===== src/rtl/ps2_scan_rx_pkg.sv =====
// Shared constants, state encoding and helpers for the PS/2 scan-code receiver.
package ps2_pkg;

  // Prefix bytes that modify the next scan code.
  localparam logic [7:0] PS2_EXT   = 8'hE0;
  localparam logic [7:0] PS2_BRK   = 8'hF0;
  localparam logic [7:0] PS2_PAUSE = 8'hE1;

  // Keyboard status/reply bytes that never form a key event.
  localparam logic [7:0] PS2_BAT_OK = 8'hAA;
  localparam logic [7:0] PS2_ACK    = 8'hFA;
  localparam logic [7:0] PS2_ECHO   = 8'hEE;
  localparam logic [7:0] PS2_RESEND = 8'hFE;
  localparam logic [7:0] PS2_OVF0   = 8'h00;
  localparam logic [7:0] PS2_OVF1   = 8'hFF;

  // Event word layout.
  localparam int KEY_W        = 11;
  localparam int KEY_TOGGLE   = 10;
  localparam int KEY_PRESSED  = 9;
  localparam int KEY_EXT      = 8;
  localparam int KEY_CODE_MSB = 7;

  typedef enum logic [1:0] {IDLE, DATA, PARITY, STOP} ps2_state_t;

  // Bytes swallowed without touching the prefix flags (E1 included, so the
  // Pause sequence degrades to plain events for its trailing codes).
  function automatic logic is_ignored(input logic [7:0] b);
    return (b == PS2_PAUSE) || (b == PS2_BAT_OK) || (b == PS2_ACK) ||
           (b == PS2_ECHO)  || (b == PS2_RESEND) || (b == PS2_OVF0) ||
           (b == PS2_OVF1);
  endfunction

endpackage


===== src/rtl/ps2_scan_rx_if.sv =====
// Pin and event-word bundle between the PS/2 pins and the key-mapping logic.
interface ps2_scan_rx_if;
  import ps2_pkg::*;

  logic             ps2_clk;
  logic             ps2_data;
  logic [KEY_W-1:0] ps2_key;
  logic             err_strobe;
  logic             busy;

  // Side that drives the raw pins and consumes events.
  modport master (
    output ps2_clk, ps2_data,
    input  ps2_key, err_strobe, busy
  );

  // Receiver side.
  modport slave (
    input  ps2_clk, ps2_data,
    output ps2_key, err_strobe, busy
  );
endinterface


===== src/rtl/ps2_scan_rx_line_filter.sv =====
// Two-flop synchroniser followed by a persistence filter: the output only
// follows the input after FILTER_LEN consecutive differing samples.
module ps2_line_filter #(
  parameter int FILTER_LEN = 8
) (
  input  logic clk,
  input  logic rst,
  input  logic din,
  output logic dout
);
  localparam int CW = (FILTER_LEN < 2) ? 1 : $clog2(FILTER_LEN + 1);

  logic          sync1;
  logic          sync2;
  logic [CW-1:0] cnt;

  // Metastability guard; idles high like an undriven PS/2 line.
  always_ff @(posedge clk or posedge rst) begin
    if (rst) begin
      sync1 <= 1'b1;
      sync2 <= 1'b1;
    end else begin
      sync1 <= din;
      sync2 <= sync1;
    end
  end

  // Count consecutive disagreeing samples; any agreeing sample restarts it.
  always_ff @(posedge clk or posedge rst) begin
    if (rst) begin
      dout <= 1'b1;
      cnt  <= '0;
    end else if (sync2 != dout) begin
      if (cnt == CW'(FILTER_LEN - 1)) begin
        dout <= sync2;
        cnt  <= '0;
      end else begin
        cnt <= cnt + CW'(1);
      end
    end else begin
      cnt <= '0;
    end
  end
endmodule


===== src/rtl/ps2_scan_rx.sv =====
// PS/2 keyboard receiver: filters the pins, deframes 11-bit frames, folds
// E0/F0 prefixes and emits toggle-flagged key events.
module ps2_scan_rx
  import ps2_pkg::*;
#(
  parameter int FILTER_LEN     = 8,
  parameter int TIMEOUT_CYCLES = 48000
) (
  input  logic         clk_sys,
  input  logic         RESET,
  ps2_scan_rx_if.slave bus
);
  localparam int TW = $clog2(TIMEOUT_CYCLES + 1);

  // Index 0 = clock pin, index 1 = data pin.
  logic [1:0] raw_pins;
  logic [1:0] filt;

  assign raw_pins = {bus.ps2_data, bus.ps2_clk};

  for (genvar gi = 0; gi < 2; gi++) begin : g_filt
    ps2_line_filter #(.FILTER_LEN(FILTER_LEN)) u_filt (
      .clk  (clk_sys),
      .rst  (RESET),
      .din  (raw_pins[gi]),
      .dout (filt[gi])
    );
  end

  logic             clk_f;
  logic             data_f;
  logic             clk_f_d;
  logic             sample;
  logic             timeout_hit;
  logic             frame_ok;
  logic [TW-1:0]    tcnt;
  ps2_state_t       state;
  logic [2:0]       bit_cnt;
  logic [7:0]       shreg;
  logic             par;
  logic             ext;
  logic             brk;
  logic [KEY_W-1:0] key_reg;
  logic             err_reg;
  logic             busy_reg;

  assign clk_f  = filt[0];
  assign data_f = filt[1];
  assign sample = clk_f_d & ~clk_f;

  // A sample event in the expiry cycle wins, so the bit is never lost to a race.
  assign timeout_hit = (state != IDLE) && !sample &&
                       (tcnt == TW'(TIMEOUT_CYCLES - 1));
  assign frame_ok    = data_f && (^{shreg, par});

  // Delayed filtered clock for falling-edge detection.
  always_ff @(posedge clk_sys or posedge RESET) begin
    if (RESET) clk_f_d <= 1'b1;
    else       clk_f_d <= clk_f;
  end

  // Cycles since the last sample event while a frame is open.
  always_ff @(posedge clk_sys or posedge RESET) begin
    if (RESET)                       tcnt <= '0;
    else if (state == IDLE || sample) tcnt <= '0;
    else                             tcnt <= tcnt + TW'(1);
  end

  // Frame FSM with the byte/prefix layer folded into the stop-bit step.
  always_ff @(posedge clk_sys or posedge RESET) begin
    if (RESET) begin
      state    <= IDLE;
      bit_cnt  <= '0;
      shreg    <= '0;
      par      <= 1'b0;
      ext      <= 1'b0;
      brk      <= 1'b0;
      key_reg  <= '0;
      err_reg  <= 1'b0;
      busy_reg <= 1'b0;
    end else begin
      err_reg <= 1'b0;
      if (timeout_hit) begin
        state    <= IDLE;
        busy_reg <= 1'b0;
        ext      <= 1'b0;
        brk      <= 1'b0;
        err_reg  <= 1'b1;
      end else if (sample) begin
        case (state)
          IDLE: begin
            if (!data_f) begin
              state    <= DATA;
              bit_cnt  <= '0;
              busy_reg <= 1'b1;
            end else begin
              ext     <= 1'b0;
              brk     <= 1'b0;
              err_reg <= 1'b1;
            end
          end
          DATA: begin
            shreg   <= {data_f, shreg[7:1]};
            bit_cnt <= bit_cnt + 3'd1;
            if (bit_cnt == 3'd7) state <= PARITY;
          end
          PARITY: begin
            par   <= data_f;
            state <= STOP;
          end
          STOP: begin
            state    <= IDLE;
            busy_reg <= 1'b0;
            if (!frame_ok) begin
              ext     <= 1'b0;
              brk     <= 1'b0;
              err_reg <= 1'b1;
            end else if (shreg == PS2_EXT) begin
              ext <= 1'b1;
            end else if (shreg == PS2_BRK) begin
              brk <= 1'b1;
            end else if (!is_ignored(shreg)) begin
              key_reg <= {~key_reg[KEY_TOGGLE], ~brk, ext, shreg};
              ext     <= 1'b0;
              brk     <= 1'b0;
            end
          end
          default: state <= IDLE;
        endcase
      end
    end
  end

  assign bus.ps2_key    = key_reg;
  assign bus.err_strobe = err_reg;
  assign bus.busy       = busy_reg;
endmodule

===== src/flat_wrapper.sv =====
// flat-port wrapper written by rule: the top's interface ports become plain ports
module ps2_scan_rx_flat import ps2_pkg::*;
#(
  parameter int FILTER_LEN     = 8,
  parameter int TIMEOUT_CYCLES = 48000
)
  (clk_sys, RESET, bus_ps2_clk, bus_ps2_data, bus_ps2_key, bus_err_strobe, bus_busy);
  ps2_scan_rx_if bus_i ();
  input  logic clk_sys;
  input  logic RESET;
  input wire logic [$bits(bus_i.ps2_clk)-1:0] bus_ps2_clk;
  input wire logic [$bits(bus_i.ps2_data)-1:0] bus_ps2_data;
  output wire logic [$bits(bus_i.ps2_key)-1:0] bus_ps2_key;
  output wire logic [$bits(bus_i.err_strobe)-1:0] bus_err_strobe;
  output wire logic [$bits(bus_i.busy)-1:0] bus_busy;
  assign bus_i.ps2_clk = bus_ps2_clk;
  assign bus_i.ps2_data = bus_ps2_data;
  assign bus_ps2_key = bus_i.ps2_key;
  assign bus_err_strobe = bus_i.err_strobe;
  assign bus_busy = bus_i.busy;
  ps2_scan_rx #(.FILTER_LEN(FILTER_LEN), .TIMEOUT_CYCLES(TIMEOUT_CYCLES)) u_core (.clk_sys(clk_sys), .RESET(RESET), .bus(bus_i));
endmodule

===== config.mk =====
export PLATFORM = sky130hd
export DESIGN_NAME = ps2_scan_rx_flat
export DESIGN_NICKNAME = d
export VERILOG_FILES = /design/src/rtl/ps2_scan_rx_pkg.sv /design/src/rtl/ps2_scan_rx_if.sv /design/src/rtl/ps2_scan_rx_line_filter.sv /design/src/rtl/ps2_scan_rx.sv /design/src/flat_wrapper.sv
export SDC_FILE = /design/constraint.sdc
export NUM_CORES = 1
export LEC_CHECK = 0
export BUFFER_PORTS_ARGS = -buffer_cell sky130_fd_sc_hd__buf_2
export CORE_MARGIN = 2
export CORE_UTILIZATION = 61
export CTS_CLUSTER_DIAMETER = 50
export CTS_CLUSTER_SIZE = 8
export DETAILED_ROUTE_END_ITERATION = 8
export HOLD_SLACK_MARGIN = 0.12
export PLACE_DENSITY = 0.8
export SLEW_MARGIN = 20
export SYNTH_ARGS = -nofsm -noshare
export SYNTH_HDL_FRONTEND = slang
export SYNTH_SLANG_ARGS = --single-unit

===== constraint.sdc =====
create_clock -name clk_sys -period 7.3 [get_ports clk_sys]
set_clock_uncertainty 0.2 [all_clocks]
set_input_delay 1.46 -clock clk_sys [delete_from_list [all_inputs] [get_ports clk_sys]]
set_output_delay 1.46 -clock clk_sys [all_outputs]
set_load 0.05 [all_outputs]

==> results.tsv, run 1 <==
stage	metric	value	unit
sta	tightest_slew	1.064	ns
sta	setup_tns	0	ns
layout	nets	288	
global_routing	antenna_found_initial	0	
drt	routed_via_density	5.602	
global_routing	overflow	0	
setup_path	cp_max_fo	11	
placement	io_buffers	16	
layout	final_area	0.003154	mm^2
setup_path	slowest_stage	nor3_2	
synthesis	ys_seq_area_frac	0.5264	
setup_path	critical_path_arrival	3.00	ns
power	total_leakage_power	0.001475	uW
drt	dr.pass1.iters	4	
clock_tree	ctsHoldBuffers	0	
global_routing	grt_first_pass_wirelength	7.969	mm
setup_path	cp_num_buf_inv	0	
clock_tree	clkLatencyLatePin	0.34	ns
sta	finalSetupViolations	0	
synthesis	synth_top_cells_by_area	dfrtp_1, dfstp_2, mux2_2	
synthesis	syn_inst	255	
placement	post-place-cells	316	
sta	rsz0062_at_grt	no	
global_routing	track_usage	0.1993	
die	die_area	0.005268	mm^2
global_routing	grt_start_max_net_pins	61	
die	fp.dieH	72.58	um
power	p_per_area	279.8	mW/mm^2
outcome	status	complete, no violations	
die	die_x	72.58	um
clock_tree	cts_setup_buffers	0	
die	rows	24	
hold_path	hold_end	u_core.g_filt[1].u_filt.sync2	
die	core-area	0.004444	mm^2
layout	final_cells	332	
die	start_util	0.6456	
synthesis	yosys_warnings	0	
global_routing	grt_pass1_vias	1759	
sta	hold_violations	0	
synthesis	synth_top_area_share	0.4623	
layout	top_register	u_core.tcnt	
synthesis	avgSynthCellArea	11.25	um^2
clock_tree	cts_tree	done	
hold_path	worstHoldPathType	reg -> reg	
setup_path	r2r-start	u_core.shreg[0]	
setup_path	crit_family	simple AND/OR/NAND/NOR gates	
setup_path	r2r-end	u_core.bus.ps2_key[8]	
drt	drc	0	
setup_path	path_cells	xor2_1 -> xnor3_1 -> xnor2_2 -> nand2_1 -> nor3_2 -> mux2_2	
synthesis	synth_common_cells	dfrtp_1, nor2_1, nand2_1, xnor2_1, nand3_1	
clock_tree	clock_sinks	60	
power	ir_worst_vdd	0.0001988	V
setup_path	criticalPathCategory	reg -> reg	
drt	avgRoutedWirePerCell	13.79	um
synthesis	yosysTopAreaCell	dfrtp_1	
layout	area_delta_synth_final	9.943	%
clock_tree	cts_buffers	9	
layout	layout-drive-gt1-share	0.2250	
sta	slew-limit-headroom	0.2871	
sta	min_period	2.976	ns
drt	drtIter0Drc	156	
setup_path	reg2reg_depth	6	
drt	num_vias	1860	
clock_tree	clockRootBuffer	clkbuf_8	
setup_path	startpoint_type	flip-flop	
synthesis	synth-async-reset-ratio	1.000	
synthesis	ys_ff_latch	60	
layout	num_antenna_cells	0	
synthesis	synth-main-ff-cell	dfrtp_1	
power	power	882.5	uW
clock_tree	cts_resized	0	
sta	fmax	336.0	MHz
synthesis	syn_area	0.002869	mm^2
sta	slew_viol_final	0	
drt	drt_wl_total	4.578	mm
setup_path	required	7.32	ns
synthesis	yosys.cell_count.top_type	dfrtp_1	
synthesis	synth_edf_count	0	
sta	finalCritPeriodShare	0.4077	
setup_path	cp-end-kind	flip-flop	
synthesis	synth_nets	268	
setup_path	reg2reg_slack	4.32	ns
placement	hpwl	3.137	mm
die	io-pin-count	17	
setup_path	slowest_delay	0.85	ns
hold_path	hold_path_startpoint	u_core.g_filt[1].u_filt.sync1	
layout	largest_reg_flops	16	
drt	ant_nets	0	
placement	gp_congestion	0.8385	
clock_tree	clk_path_buf_depth	2	
placement	dpl-instance-area	0.002963	mm^2
synthesis	synth.distinct_cells	40	
job	cap_viol_max_count	0	
clock_tree	clk_pin_slew	0.06	ns
clock_tree	h-tree-depth	3	
hold_path	hold_depth	0	
-- placed cells by master, fill, tap and decap left out, drive strengths merged --
cell type	instances
nor2b	3
nand3	13
dfstp	7
o21ai	8
or2	2
inv	9
xor2	8
nor2	27
mux2i	2
and3	2
dfrtp	53
nand2	14
a21oi	10
clkinv	1
and2	2
o32ai	1
a31oi	1
o211ai	1
o311ai	2
xnor2	15
nor4b	1
a32o	2
xnor3	1
nand4	5
nand2b	7
buf	17
ha	9
or3	6
o22a	1
or4	1
nor4	5
mux2	19
nor3	9
clkbuf	15
and4	1
-- worst max-delay path by stage --
| stage | startpoint | end | depth (start not counted) |
|---|---|---|---|
| after floorplan | RESET | u_core.bit_cnt[0] | 1 |
| after global placement | u_core.shreg[0] | u_core.bus.ps2_key[8] | 6 |
| after detailed placement | u_core.shreg[0] | u_core.bus.ps2_key[8] | 6 |
| after CTS | u_core.shreg[0] | u_core.bus.ps2_key[8] | 6 |
| after global routing | u_core.shreg[0] | u_core.bus.ps2_key[8] | 6 |
| final | u_core.shreg[0] | u_core.bus.ps2_key[8] | 6 |
-- through the flow --
step / util / hold WS (ns) / worst slack, ns
after floorplan: - / 0.1452 / 4.167
after global placement: 0.6667 / 0.1460 / 4.383
after detailed placement: 0.6667 / 0.1495 / 4.295
after CTS: 0.7097 / 0.1588 / 4.296
after global routing: 0.7097 / 0.1598 / 4.129
final: 0.7097 / 0.1569 / 4.324
-- report_power, final --
part	internal (uW)	switching, uW
clock	160	120
combinational	70.8	114
sequential	379	38.3
-- cells by family after synthesis --
group | count (synthesis) | share of synthesized area
AOI/OAI and AO/OA | 26 | 0.05539
xor gates and xnor gates | 24 | 0.08068
adders and majority gates | 9 | 0.03925
buffers and inverters | 17 | 0.03227
DFF | 60 | 0.5264
muxes | 21 | 0.09202
and+or+nand+nor | 98 | 0.1740
-- per-layer routing --
metal	routed length, um	part of all wire	vias to the layer above	global-route usage
li1	-	-	928	-
met1	2304	0.50	889	0.2798
met2	2025	0.44	29	0.2838
met3	147	0.032	14	0.06768
met4	101	0.022	0	0.08436
met5	0	0	-	0
-- area by class of cell --
class                      instances  area [um^2]
tap                               52        65.06
clock buffer                      15        186.4
multi-input combinational        178         1266
sequential                        60         1510
fill                             318         1290
clock inverter                     1        5.005
inverter                           9        33.78
timing repair buffer              17        87.58
(Power assumes the default switching activity.)
==> run 2, diff against run 1 <==
--- a/config.mk
+++ b/config.mk
@@ -5,14 +5,15 @@
 export SDC_FILE = /design/constraint.sdc
 export NUM_CORES = 1
 export LEC_CHECK = 0
+export ABC_AREA = 1
 export BUFFER_PORTS_ARGS = -buffer_cell sky130_fd_sc_hd__buf_2
 export CORE_MARGIN = 2
-export CORE_UTILIZATION = 61
+export CORE_UTILIZATION = 60
 export CTS_CLUSTER_DIAMETER = 50
 export CTS_CLUSTER_SIZE = 8
 export DETAILED_ROUTE_END_ITERATION = 8
 export HOLD_SLACK_MARGIN = 0.12
-export PLACE_DENSITY = 0.8
+export PLACE_DENSITY = 0.79
 export SLEW_MARGIN = 20
 export SYNTH_ARGS = -nofsm -noshare
 export SYNTH_HDL_FRONTEND = slang
==> constraint.sdc (replaced) <==
create_clock -name clk_sys -period 3 [get_ports clk_sys]
set_clock_uncertainty 0.2 [all_clocks]
set_input_delay 0.6 -clock clk_sys [delete_from_list [all_inputs] [get_ports clk_sys]]
set_output_delay 0.6 -clock clk_sys [all_outputs]
set_load 0.05 [all_outputs]
==> run 2 against run 1 <==
- highest routed layer unchanged
- non-clock buffer count is 1 higher
- register-to-register slack worse by 3.5 ns
- largest cell class unchanged
- routed wire length up 17%
- final cell count up 38%
- area after synthesis grew 5.9%
- power grew to 2.5 times the previous value
- count of clock-buffer cells in the layout shrank 1
- via count increased by 27%
==> results.tsv, run 2 <==
stage	metric	value	unit	change
clock_tree	clock_sinks	60		unchanged
sta	setup_tns	0	ns	unchanged
synthesis	ys_seq_area_frac	0.4969		was 0.5264
sta	hold_violations	0		unchanged
drt	drt_wl_total	5.361	mm	was 4.578 mm
die	start_util	0.6309		was 0.6456
clock_tree	cts_resized	0		unchanged
hold_path	worstHoldPathType	reg -> reg		unchanged
layout	post-route-util	0.6977		was 0.7097
job	cap_viol_max_count	0		unchanged
setup_path	required	3.04	ns	was 7.32 ns
layout	largest_reg_flops	16		unchanged
clock_tree	clk_path_buf_depth	2		unchanged
clock_tree	clkLatencyLatePin	0.33	ns	was 0.34 ns
die	rows	25		was 24
synthesis	synth_top_cells_by_area	dfrtp_1, nand2_1, dfstp_2		was dfrtp_1, dfstp_2, mux2_2
synthesis	syn_area	0.003039	mm^2	was 0.002869 mm^2
placement	dpl-instance-area	0.003188	mm^2	was 0.002963 mm^2
layout	mostFrequentLayoutCell	nand2_1		was dfrtp_1
layout	nets	398		was 288
die	die_x	75.17	um	was 72.58 um
sta	fmax	464.6	MHz	was 336.0 MHz
die	fp.dieH	75.17	um	was 72.58 um
layout	final_area	0.003361	mm^2	was 0.003154 mm^2
power	power	2215	uW	was 882.5 uW
drt	dr.pass1.iters	4		unchanged
clock_tree	clockRootBuffer	clkbuf_8		unchanged
synthesis	synth_common_cells	nand2_1, dfrtp_1, inv_1, nor2_1, nand3_1		was dfrtp_1, nor2_1, nand2_1, xnor2_1, nand3_1
layout	num_antenna_cells	0		unchanged
sta	finalSetupViolations	0		unchanged
power	total_leakage_power	0.001604	uW	was 0.001475 uW
placement	gp_congestion	0.8580		was 0.8385
setup_path	critical_path_arrival	2.19	ns	was 3.00 ns
synthesis	synth.distinct_cells	31		was 40
synthesis	yosys.cell_count.top_type	nand2_1		was dfrtp_1
layout	area_delta_synth_final	10.58	%	was 9.943%
die	core-area	0.004817	mm^2	was 0.004444 mm^2
clock_tree	cts_setup_buffers	0		unchanged
synthesis	synth_edf_count	0		unchanged
synthesis	avgSynthCellArea	8.395	um^2	was 11.25 um^2
synthesis	yosys_warnings	0		unchanged
clock_tree	cts_tree	done		unchanged
drt	ant_nets	0		unchanged
drt	drc	0		unchanged
die	die_area	0.005651	mm^2	was 0.005268 mm^2
clock_tree	h-tree-depth	3		unchanged
power	p_per_area	659.2	mW/mm^2	was 279.8 mW/mm^2
global_routing	grt_first_pass_wirelength	8.845	mm	was 7.969 mm
synthesis	yosysTopAreaCell	dfrtp_1		unchanged
setup_path	cp-end-kind	flip-flop		unchanged
sta	slew-limit-headroom	0.5518		was 0.2871
hold_path	hold_end	u_core.g_filt[1].u_filt.sync2		unchanged
global_routing	grt_start_max_net_pins	33		was 61
clock_tree	clk_pin_slew	0.06	ns	about the same
layout	final_cell_mix	nand2_1, dfrtp_1, nor2_1		was dfrtp_1, nor2_1, buf_2
clock_tree	ctsHoldBuffers	0		unchanged
placement	io_buffers	16		unchanged
synthesis	syn_inst	362		was 255
layout	top_register	u_core.tcnt		unchanged
hold_path	hold_depth	0		unchanged
global_routing	overflow	0		unchanged
setup_path	cp_max_fo	16		was 11
synthesis	synth_nets	375		was 268
global_routing	grt_pass1_vias	2069		was 1759
sta	fin_hold_ws	0.1570	ns	was 0.1569 ns
outcome	status	complete, no violations		unchanged
clock_tree	cts_buffers	9		unchanged
setup_path	reg2reg_slack	0.85	ns	was 4.32 ns
drt	routed_via_density	5.158		was 5.602
global_routing	antenna_found_initial	0		unchanged
sta	slew_viol_final	0		unchanged
synthesis	synth_top_area_share	0.4364		was 0.4623
hold_path	hold_path_startpoint	u_core.g_filt[1].u_filt.sync1		unchanged
synthesis	synth-main-ff-cell	dfrtp_1		unchanged
sta	tightest_slew	0.6713	ns	was 1.064 ns
setup_path	r2r-start	u_core.clk_f_d		was u_core.shreg[0]
drt	num_vias	2357		was 1860
synthesis	ys_ff_latch	60		unchanged
setup_path	reg2reg_depth	7		was 6
setup_path	criticalPathCategory	reg -> reg		unchanged
placement	hpwl	3.899	mm	was 3.137 mm
setup_path	startpoint_type	flip-flop		unchanged
drt	avgRoutedWirePerCell	11.73	um	was 13.79 um
sta	rsz0062_at_grt	no		unchanged
setup_path	r2r-end	u_core.shreg[0]		was u_core.bus.ps2_key[8]
synthesis	synth-async-reset-ratio	1.000		unchanged
die	io-pin-count	17		unchanged
drt	drtIter0Drc	118		was 156
power	ir_worst_vdd	0.0003871	V	was 0.0001988 V
global_routing	track_usage	0.2107		was 0.1993
sta	finalCritPeriodShare	0.7175		was 0.4077
layout	layout-drive-gt1-share	0.1667		was 0.2250
sta	min_period	2.152	ns	was 2.976 ns
==> run 2: layout make-up <==
| class | instances | area [um^2] |
|---|---|---|
| Clock inverter | 2 | 10.01 |
| Timing Repair Buffer | 18 | 107.6 |
| Clock buffer | 14 | 162.7 |
| Fill cell | 410 | 1456 |
| Sequential cell | 60 | 1510 |
| Tap cell | 67 | 83.83 |
| Inverter | 47 | 176.4 |
| Multi-Input combinational cell | 249 | 1310 |
==> run 2: stage by stage <==
step	instances	worst slack (ns)
2_1_floorplan	362	0.7269
3_3_place_gp	441	0.9251
3_5_place_dp	441	0.8394
4_1_cts	457	0.8441
5_1_grt	457	0.6044
6_report	457	0.8476
==> run 2: cell families after synthesis <==
| family | after synthesis | share of synthesized area |
|---|---|---|
| xor+xnor | 10 | 0.03129 |
| simple gates | 177 | 0.2577 |
| flops | 60 | 0.4969 |
| buf+inv | 53 | 0.07204 |
| fa+ha+maj | 9 | 0.03705 |
| compound gates | 52 | 0.1013 |
| mux | 1 | 0.003705 |
==> run 2: worst max-delay path, cell delays in order, from the launching register on <==
cell and delay (ns):
dfstp_2 0.51, inv_1 0.03, nor2_1 0.24, nor2_1 0.08
buf_4 0.18, nand3_2 0.13, nand3_1 0.38, o21ai_0 0.30
==> run 2: metal layers <==
| layer | vias up | track usage | part of all wire |
|---|---|---|---|
| met2 | 52 | 0.3138 | 0.44 |
| met4 | 0 | 0.1170 | 0.016 |
| met5 | - | 0 | 0 |
| met3 | 7 | 0.05221 | 0.039 |
| met1 | 1089 | 0.2832 | 0.50 |
| li1 | 1209 | - | - |
==> run 2: how the worst max path moves through the flow <==
| stage | end | cells past startpoint | start |
|---|---|---|---|
| 2_1_floorplan | u_core.bit_cnt[0] | 1 | RESET |
| 3_3_place_gp | u_core.brk | 11 | u_core.state[0] |
| 3_5_place_dp | u_core.shreg[0] | 7 | u_core.clk_f_d |
| 4_1_cts | u_core.shreg[0] | 7 | u_core.clk_f_d |
| 5_1_grt | u_core.shreg[2] | 8 | u_core.clk_f_d |
| 6_report | u_core.shreg[0] | 7 | u_core.clk_f_d |
==> run 2: where the power goes <==
group	internal [uW]	leakage, uW	switching, uW
Combinational	195	0.000712	386
Sequential	923	0.000802	87.8
Clock	343	0.0000905	280
